### src/rtl/chain_manager.sv
// chain_manager: bump allocator that builds a singly linked chain of segments.
//   Each accepted request carves `size` words off the tail of a linear
//   address space and appends a new entry to the chain. Entries are never
//   freed; only reset clears the chain.
//
// Parameters
//   DEPTH      number of chain entries (2..8)
//   MEM_WORDS  size of the managed address space in words (1..65535)
//
// Ports
//   clk         clock, all state changes on the rising edge
//   rst         asynchronous active-high reset
//   request     allocation request, level sensitive (one request per edge)
//   size[7:0]   requested length in words
//   ack         one-cycle pulse after an accepted request
//   err         one-cycle pulse after a rejected request
//   alloc_idx   entry index of the last accepted allocation
//   alloc_base  base address of the last accepted allocation
//   count       number of valid chain entries
//   free_words  MEM_WORDS - tail (only when CHAIN_MANAGER_STATS_EN is defined)
//
// Entry layout (MSB..LSB): valid[28] last[27] next[26:24] size[23:16] base[15:0]
//
// Optional build macro: CHAIN_MANAGER_STATS_EN adds the free_words output.
module chain_manager #(
  parameter int DEPTH     = 6,
  parameter int MEM_WORDS = 1024
) (
  input  logic        clk,
  input  logic        rst,
  input  logic        request,
  input  logic [7:0]  size,
  output logic        ack,
  output logic        err,
  output logic [2:0]  alloc_idx,
  output logic [15:0] alloc_base,
  output logic [3:0]  count
`ifdef CHAIN_MANAGER_STATS_EN
  ,
  output logic [15:0] free_words
`endif
);

  localparam logic [16:0] MEM_LIM = 17'(MEM_WORDS);
  localparam logic [3:0]  DEPTH_L = 4'(DEPTH);

  logic [28:0] chain [DEPTH];
  logic [15:0] tail;

  // Sum kept at 17 bits so a request near the top of a 64K space cannot wrap
  // and slip past the bound check.
  logic [16:0] end_addr;
  logic        size_zero;
  logic        full;
  logic        overflow;
  logic        accept;
  logic [28:0] new_entry;

  always_comb begin
    end_addr  = {1'b0, tail} + {9'b0, size};
    size_zero = (size == 8'd0);
    full      = (count >= DEPTH_L);
    overflow  = (end_addr > MEM_LIM);
    // Every reject reason yields the same err pulse, so the precedence
    // order only matters for readability here.
    accept    = request && !size_zero && !full && !overflow;
    new_entry = {1'b1, 1'b1, 3'd0, size, tail};
  end

  always_ff @(posedge clk or posedge rst) begin
    if (rst) begin
      for (int i = 0; i < DEPTH; i++) chain[i] <= '0;
      tail       <= '0;
      count      <= '0;
      alloc_idx  <= '0;
      alloc_base <= '0;
      ack        <= 1'b0;
      err        <= 1'b0;
    end else begin
      ack <= accept;
      err <= request && !accept;
      if (accept) begin
        // Write the new tail entry and relink the previous tail in the same
        // edge; matching on count avoids a variable-width array index.
        for (int i = 0; i < DEPTH; i++) begin
          if (count == 4'(i)) begin
            chain[i] <= new_entry;
          end else if (count == 4'(i + 1)) begin
            chain[i][27]    <= 1'b0;
            chain[i][26:24] <= 3'(i + 1);
          end
        end
        tail       <= end_addr[15:0];
        count      <= count + 4'd1;
        alloc_idx  <= count[2:0];
        alloc_base <= tail;
      end
    end
  end

`ifdef CHAIN_MANAGER_STATS_EN
  assign free_words = 16'(MEM_WORDS) - tail;
`endif

endmodule

### config.mk
export PLATFORM = sky130hd
export DESIGN_NAME = chain_manager
export DESIGN_NICKNAME = d
export VERILOG_FILES = /design/src/rtl/chain_manager.sv
export SDC_FILE = /design/constraint.sdc
export NUM_CORES = 1
export LEC_CHECK = 0
export ABC_AREA = 1
export BUFFER_PORTS_ARGS = -buffer_cell sky130_fd_sc_hd__buf_2
export CORE_ASPECT_RATIO = 0.7
export CORE_MARGIN = 4
export CORE_UTILIZATION = 57
export DETAILED_ROUTE_END_ITERATION = 10
export PLACE_DENSITY = 0.8
export SYNTH_ARGS = -nofsm -noshare
export SYNTH_HDL_FRONTEND = slang
export SYNTH_SLANG_ARGS = --single-unit
### constraint.sdc
create_clock -name clk -period 3.02 [get_ports clk]
set_clock_uncertainty 0.15 [all_clocks]
set_input_delay 0.604 -clock clk [delete_from_list [all_inputs] [get_ports clk]]
set_output_delay 0.604 -clock clk [all_outputs]
set_load 0.005 [all_outputs]
==> Word level (Yosys, flattened, before mapping) <==
Cells that the tools add are included.
{ "word_totals": {"regBits": 41, "input_bits": 11, "out_inout_bits": 25, "word_cells": 19} }
{ "classes": {"addsub": 2, "n_lt_le_gt_ge": 2, "n_reduce_logical": 9} }
{ "ops": {"columns": ["op", "count"], "rows": [
  ["adder 16 x 8 -> 17 bit", 1],
  ["greater-than comparator 17 x 11 -> 1 bit (second input constant)", 1],
  ["logical NOT 8 bit", 1],
  ["adder 4 x 1 -> 4 bit (second input constant)", 1],
  [">= comparator 4 x 3 -> 1 bit (second input constant)", 1],
  ["logical AND 1 bit", 4],
  ["logical NOT 1 bit", 4]
]} }

==> Longest topological paths before layout <==
Gate-level depths: netlist of the first run.
{ "depth": {"ltp_word": 7, "mapped_depth": 17, "depth_no_buf": 15} }

==> Least setup slack after synthesis of the first run <==
No wires, ideal clock.
{ "synth_path": {"kind": "in2reg", "startpoint": "input size[0]", "endpoint": "register tail[1]", "setup_time_ps": 117, "arrival_ps": 2461, "required_time_ps": 2753, "slack_ps": 292, "cell_stages": 15, "n_path_buf": 2, "cell_sequence": "ha_1 fa_1 or2_2 nor2_1 nand3_1 nor2_1 nand2_1 nor2_1 nand3_1 nand2_1 nand2_2 buf_6 buf_6 nand2_1 nand2_1"} }
{ "synth_via": {"elab_cells_between_ends": 8, "classes_between": "add/sub: 1; order compare: 1; reduce/logical: 6"} }
{ "synth_lines": {"columns": ["element", "line", "source"], "rows": [
  ["start: declaration", "32", "input logic [7:0] size,"],
  ["adder 16 x 8 -> 17 bit *", "60", "end_addr = {1'b0, tail} + {9'b0, size};"],
  ["via end_addr[1]", "52", "logic [16:0] end_addr;"],
  ["greater-than comparator 17 x 11 -> 1 bit", "63", "overflow = (end_addr > MEM_LIM);"],
  ["logical NOT 1 bit", "66", "accept = request && !size_zero && !full && !overflow;"],
  ["logical AND 1 bit", "66", null],
  ["end signal: assignment", "93", "tail <= end_addr[15:0];"],
  ["end: declaration", "48", "logic [15:0] tail;"]
]} }
The timed path passes the listed nets; every way through them passes the cells marked *.
A chain may end at the register's enable or synchronous reset.

==> Worst setup path in the final report of the first run <==
{ "layout_path": {"startpoint": "input size[0]", "endpoint": "register alloc_base[12]"} }
{ "layout_via": {"elab_cells_between_ends": 8, "classes_between": "add/sub: 1; order compare: 1; reduce/logical: 6"} }
{ "layout_lines": {"columns": ["element", "line", "source"], "rows": [
  ["adder 16 x 8 -> 17 bit", "60", null],
  ["via end_addr[1]", "52", null],
  ["greater-than comparator 17 x 11 -> 1 bit", "63", null],
  ["logical NOT 1 bit", "66", null],
  ["logical AND 1 bit", "66", null],
  ["via accept", "56", "logic accept;"],
  ["end signal: assignment", "96", "alloc_base <= tail;"],
  ["end: declaration", "36", "output logic [15:0] alloc_base,"]
]} }
The timed path passes the listed nets, and every way through them passes these cells.

==> reports/metrics.cfg, run 1 <==
[detailed_routing]
drc_errors=0
drtIter0Drc=97
num_vias=2169
firstDrtPassIters=4
routedWlPerCell_um=12.3
drt_wl_total_mm=5.28
viasPerCell=5.03
ant_nets=0

[clock_tree]
clk_path_buf_depth=2
cts.sinks=41
clkSlewWorstSetupHoldPaths_ns=0.07
cts_hold_buf=0
cts_tree=built
htreeDepth=2
root_buffer=clkbuf_8
post-cts-setup-buffers=0
cts-resized-gates=0
worstSkewPairLatency_ns=0.29
cts_inserted_buffers=5

[sta]
rsz0062_at_grt=false
period_share_pct=88.7
fin_crit_ns=2.68
setup_viol=0
final-hold-violation-count=0
setup_tns_ns=0
drv_slew=0
postLayoutSetupSlackWorst_ns=0.342
max_slew_margin_pct=67.4
tightest_slew_ns=0.489
holdWs_ns=0.248
max_freq_mhz=373

[pwr]
peakVddDrop_mv=0.543
power.density_nw_per_um2=949
combPwrFrac_pct=49.0
pwr-share-clk_pct=16.9
sequentialPowerShare_pct=34.1
switching_share_pct=43.0
power.switching_mw=1.13
power.internal_mw=1.50
p_leak_nw=1.62

[grt]
antenna_found_initial=0
grt_max_degree=42
grt_usage_pct=20.2
grt_pass1_vias=1952
overflow=0
grt_pass1_wl_mm=8.98

[placed_design]
portBuffers=35
gp_congestion=0.900
dp_slack_ns=0.0630
dp_hpwl_mm=3.92

[die]
rows=19
io_pins=36
initial_core_util_pct=61.5
dieWidth_um=87.2
coreArea_um2=4070
die_area_um2=5530
die_y_um=63.4

[critical_path]
ff2ff_path_depth=14
cp_cell_sequence=buf_2 -> ha_1 -> fa_1 -> or2_2 -> nor2_1 -> nand3_1 -> nor2_1 -> nand2_1 -> nor2_1 -> nand3_1 -> nand2_1 -> nand2_2 -> buf_12 -> inv_2 -> nor2_1
crit_top_cell=nor2_1
r2r_slack_ns=0.37
cp-end-kind=register
worstPathArrival_ns=2.71
rr_endpoint=alloc_base[12]
worstPathRequired_ns=3.05
r2r_start=tail[0]
critPathSlowestCell=fa_1
worst-setup-path-type=in -> reg
cp_max_fo=29
worst_setup_path_start_kind=input port
max_stage_delay_ns=0.45

[worst_hold_path]
min_to=count[3]
hold_depth=0
min_path_type=reg -> reg
min_from=count[3]

[yosys]
ys_types=27
yosysSeqAreaShare_pct=41.0
synth_nets=368
yosys_warnings=0
syn_inst=346
ys_ff_latch=41
syn_area_um2=2500
synth.avg_cell_area_um2=7.23

[finish]
finalNetCount=400
drive_above_1_share_pct=15.8
n_antenna_cell=0
area_delta_synth_final_pct=11.0

[run]
max-cap-violations=0

[run_status]
status=finished, final reports clean

-- how the worst max path moves through the flow --
stage                     startpoint              to
final                        size[0]  alloc_base[12]
after global routing         size[0]  alloc_base[14]
after CTS                    size[0]  alloc_base[14]
after detailed placement     size[0]  alloc_base[14]
after global placement       size[0]             err
after floorplan              size[0]         tail[1]
-- metrics by stage --
stage | total power [mW] | cell area (µm²) | cells | util (%)
floorplan | 1.89 | 2500 | 346 | -
global placement | 2.16 | 2660 | 423 | 65.4
detailed placement | 2.18 | 2660 | 423 | 65.4
CTS | 2.65 | 2780 | 431 | 68.3
global route | 2.89 | 2780 | 431 | 68.3
finish | 2.64 | 2780 | 431 | 68.3
-- metal layers --
| metal | part of all wire, % | GRT usage [%] |
|---|---|---|
| met5 | 0 | 0 |
| met4 | 0.70 | 3.45 |
| met3 | 6.5 | 4.30 |
| met2 | 44 | 30.6 |
| met1 | 49 | 30.1 |
-- worst max-delay path: cells and delay by family --
kind / cells / cell delay [ns]
buffers and inverters: 3 / 0.40
AND/OR/NAND/NOR: 10 / 1.03
adder cells (fa/ha/maj): 2 / 0.68
-- cells by family (layout without fill, tap and decap cells) --
group	count (synthesis)	after routing	synth area share [%]
AND/OR/NAND/NOR	228	228	39.0
flip-flops	41	41	41.0
buffers and inverters	56	89	11.6
XOR/XNOR	2	2	0.700
adder cells (fa/ha/maj)	11	11	5.80
AO/OA/AOI/OAI	8	8	1.95
-- placed cells by master, fill, tap and decap left out, types with 3 or more instances in the layout --
| cell type | Yosys | routed |
|---|---|---|
| ha_1 | 10 | 10 |
| clkbuf_8 | 3 | 6 |
| buf_4 | 1 | 5 |
| inv_1 | 37 | 37 |
| dfrtp_1 | 41 | 41 |
| inv_2 | 3 | 3 |
| nor2_2 | 3 | 3 |
| buf_2 | 0 | 35 |
| nand3b_1 | 5 | 5 |
| nand3_1 | 48 | 48 |
| nand2_1 | 136 | 136 |
| a21oi_1 | 4 | 4 |
| nor2_1 | 25 | 25 |
-- sequential cells by signal, indices dropped and copies added, names as in the netlist --
| signal | flops |
|---|---|
| alloc_base | 16 |
| alloc_idx | 3 |
| ack | 1 |
| err | 1 |
| count | 4 |
| tail | 16 |
-- Yosys cell counts --
cell type | n | share of area, %
inv_2 | 3 | 0.45
nand3_2 | 2 | 0.80
nor2_2 | 3 | 0.75
xor2_1 | 1 | 0.35
buf_4 | 1 | 0.30
a21oi_2 | 1 | 0.35
or2_2 | 1 | 0.25
nand2_2 | 2 | 0.50
nand4_1 | 2 | 0.50
nor2_1 | 25 | 3.8
a21oi_1 | 4 | 0.80
ha_1 | 10 | 5.0
a21boi_0 | 1 | 0.30
dfrtp_1 | 41 | 41
nand3b_1 | 5 | 1.5
clkbuf_1 | 6 | 0.90
fa_1 | 1 | 0.80
nor3_1 | 2 | 0.40
inv_1 | 37 | 5.6
nand2_1 | 136 | 20
nand3_1 | 48 | 9.6
clkbuf_8 | 3 | 1.7
o21ai_0 | 1 | 0.20
a21o_1 | 1 | 0.30
xnor2_1 | 1 | 0.35
buf_6 | 6 | 2.7
or2_1 | 2 | 0.50
-- power by group through the flow --
stage / clock (mW) / sequential (mW) / combinational [mW]
finish: 0.447 / 0.898 / 1.29
global route: 0.480 / 0.928 / 1.48
CTS: 0.456 / 0.898 / 1.29
detailed placement: 0 / 0.905 / 1.27
global placement: 0 / 0.903 / 1.26
floorplan: 0 / 0.868 / 1.02
-- final cells by class --
class | count | area [µm²]
Fill cell | 350 | 1290
Multi-Input combinational cell | 249 | 1190
Sequential cell | 41 | 1030
Timing Repair Buffer | 41 | 233
Inverter | 40 | 150
Clock buffer | 7 | 86.3
Tap cell | 52 | 65.1
Clock inverter | 1 | 30.0
No activity file was read; power rests on OpenSTA's default activity.
==> run 2, diff against run 1 <==
- PLACE_DENSITY: 0.8 -> 0.9
==> run 2 against run 1 <==
Against the previous run: clock-buffer cell count unchanged; via count is 2.3% higher; first-iteration DRC count is 90% higher.
==> reports/metrics.cfg, run 2 (same netlist as run 1, synthesis figures left out) <==
[run_status]
status=finished, final reports clean

[critical_path]
critPathSlowestCell=fa_1
worstPathArrival_ns=2.81  ; +0.10 ns
worstPathRequired_ns=3.06  ; about the same
cp_max_fo=12  ; -59%
cp-end-kind=register
max_stage_delay_ns=0.45  ; about the same
worst-setup-path-type=in -> reg
cp_cell_sequence=buf_2 -> ha_1 -> fa_1 -> or2_2 -> nor2_1 -> nand3_1 -> nor2_1 -> nand2_1 -> nor2_1 -> nand3_1 -> nand2_1 -> nand2_2 -> buf_4 -> inv_2 -> nor2_1
crit_top_cell=nor2_1
worst_setup_path_start_kind=input port

[grt]
overflow=0  ; unchanged
grt_pass1_wl_mm=9.69  ; +7.9%
antenna_found_initial=0  ; unchanged
grt_max_degree=42  ; unchanged
grt_pass1_vias=2095  ; +7.3%
grt_usage_pct=22.0  ; +1.8 points

[pwr]
p_leak_nw=1.62  ; about the same
peakVddDrop_mv=0.761  ; +40%
power.density_nw_per_um2=955  ; +0.53%
total_power_mw=2.65  ; +0.35%

[sta]
drv_slew=0  ; unchanged
period_share_pct=91.7  ; +3.0 points
setup_viol=0  ; unchanged
max_freq_mhz=361  ; -3.3%
max_slew_margin_pct=66.7  ; -0.67 points
fin_crit_ns=2.77  ; +0.0913 ns
tightest_slew_ns=0.499  ; +0.0101 ns
holdWs_ns=0.255  ; +0.00655 ns
rsz0062_at_grt=false
final-hold-violation-count=0  ; unchanged

[die]
die_y_um=63.4  ; unchanged
dieWidth_um=87.2  ; unchanged
io_pins=36  ; unchanged
die_area_um2=5530  ; unchanged
rows=19  ; unchanged
coreArea_um2=4070  ; unchanged
initial_core_util_pct=61.5  ; unchanged

[finish]
mostFrequentLayoutCell=nand2_1
area_delta_synth_final_pct=10.8
drive_above_1_share_pct=16.1  ; +0.22 points
multi_input_area_um2=1190  ; unchanged
n_antenna_cell=0  ; unchanged
finalNetCount=401  ; +0.25%
num-fill-cells=318  ; -9.1%
regArea_um2=1030  ; unchanged
final_cell_mix=136 x nand2_1, 48 x nand3_1, 41 x dfrtp_1, 37 x inv_1, 35 x buf_2
reg_top3=alloc_base: 16 flops, tail: 16 flops, count: 4 flops

[detailed_routing]
ant_nets=0  ; unchanged
drc_errors=0  ; unchanged
drtIter0Drc=184  ; +90%
routedWlPerCell_um=12.5  ; +2.4%
num_vias=2218  ; +2.3%
dr_wl_met2_mm=2.48  ; +5.9%
wl_met3_um=338  ; -0.88%
routed.top_layer=met4
firstDrtPassIters=4  ; unchanged
drt_wl_total_mm=5.42  ; +2.7%
m1WireLength_mm=2.53  ; -1.1%
viasPerCell=5.13  ; +2.0%

[clock_tree]
cts_hold_buf=0  ; unchanged
clk_path_buf_depth=2  ; unchanged
post-cts-setup-buffers=0  ; unchanged
root_buffer=clkbuf_8
cts.sinks=41  ; unchanged
cts-resized-gates=0  ; unchanged
clkSlewWorstSetupHoldPaths_ns=0.08  ; about the same
cts_inserted_buffers=5  ; unchanged
cts_tree=built
htreeDepth=2  ; unchanged
worstSkewPairLatency_ns=0.29  ; about the same

[placed_design]
portBuffers=35  ; unchanged
gp_congestion=0.917  ; +2.0%
dp_hpwl_mm=4.09  ; +4.3%

[worst_hold_path]
min_path_type=reg -> reg

[run]
max-cap-violations=0  ; unchanged

==> run 2: cell count changes in the layout (fill, tap and decap cells not counted) <==
cell,before,now
buf_4,5,7
buf_12,1,0
==> run 2: path summary, 6_finish.rpt <==
kind / startpoint / endpoint / slack [ns] / depth (start not counted)
max in group asynchronous: rst / tail[8] / 2.11 / 3
min in group asynchronous: rst / alloc_base[15] / 0.27 / 3
hold reg to reg: count[3] / count[3] / 0.26 / 0
setup reg to reg: tail[0] / err / 0.26 / 14
hold / removal: count[3] / count[3] / 0.26 / 0
setup / recovery: size[0] / err / 0.25 / 15
==> run 2: metal layers <==
metal	track usage, %	vias to the layer above
met2	34.8	58
met5	0	-
met4	5.56	0
met3	5.21	6
li1	-	1139
met1	30.4	1015
==> run 2: through the flow <==
step / std cells / util [%] / TNS [ns] / worst slack [ns] / cell area (µm²)
finish: 432 / 68.2 / 0 / 0.251 / 2770
CTS: 432 / 68.2 / 0 / 0.265 / 2770
global placement: 424 / 65.3 / 0 / 0.125 / 2660
global route: 432 / 68.2 / 0 / 0.0597 / 2770
floorplan: 346 / - / 0 / 0.292 / 2500
detailed placement: 424 / 65.3 / -0.0433 / -0.0119 / 2660
==> run 2: layout make-up <==
type	count	area share [%]
Inverter	40	5.42
Timing Repair Buffer	42	8.22
Sequential cell	41	37.0
Clock inverter	1	1.08
Clock buffer	7	3.12
Tap cell	52	2.35
Multi-Input combinational cell	249	42.8
==> run 2: power breakdown <==
part | switching [mW] | internal [mW] | total, mW | leakage, nW
registers | 0.165 | 0.735 | 0.899 | 0.529
clock network | 0.184 | 0.269 | 0.453 | 0.0585
logic | 0.800 | 0.493 | 1.29 | 1.03
==> run 2: worst max-delay path, delay by kind of cell <==
family / cells / cell delay [ns]
simple gates: 10 / 1.11
fa+ha+maj: 2 / 0.68
buf+inv: 3 / 0.41
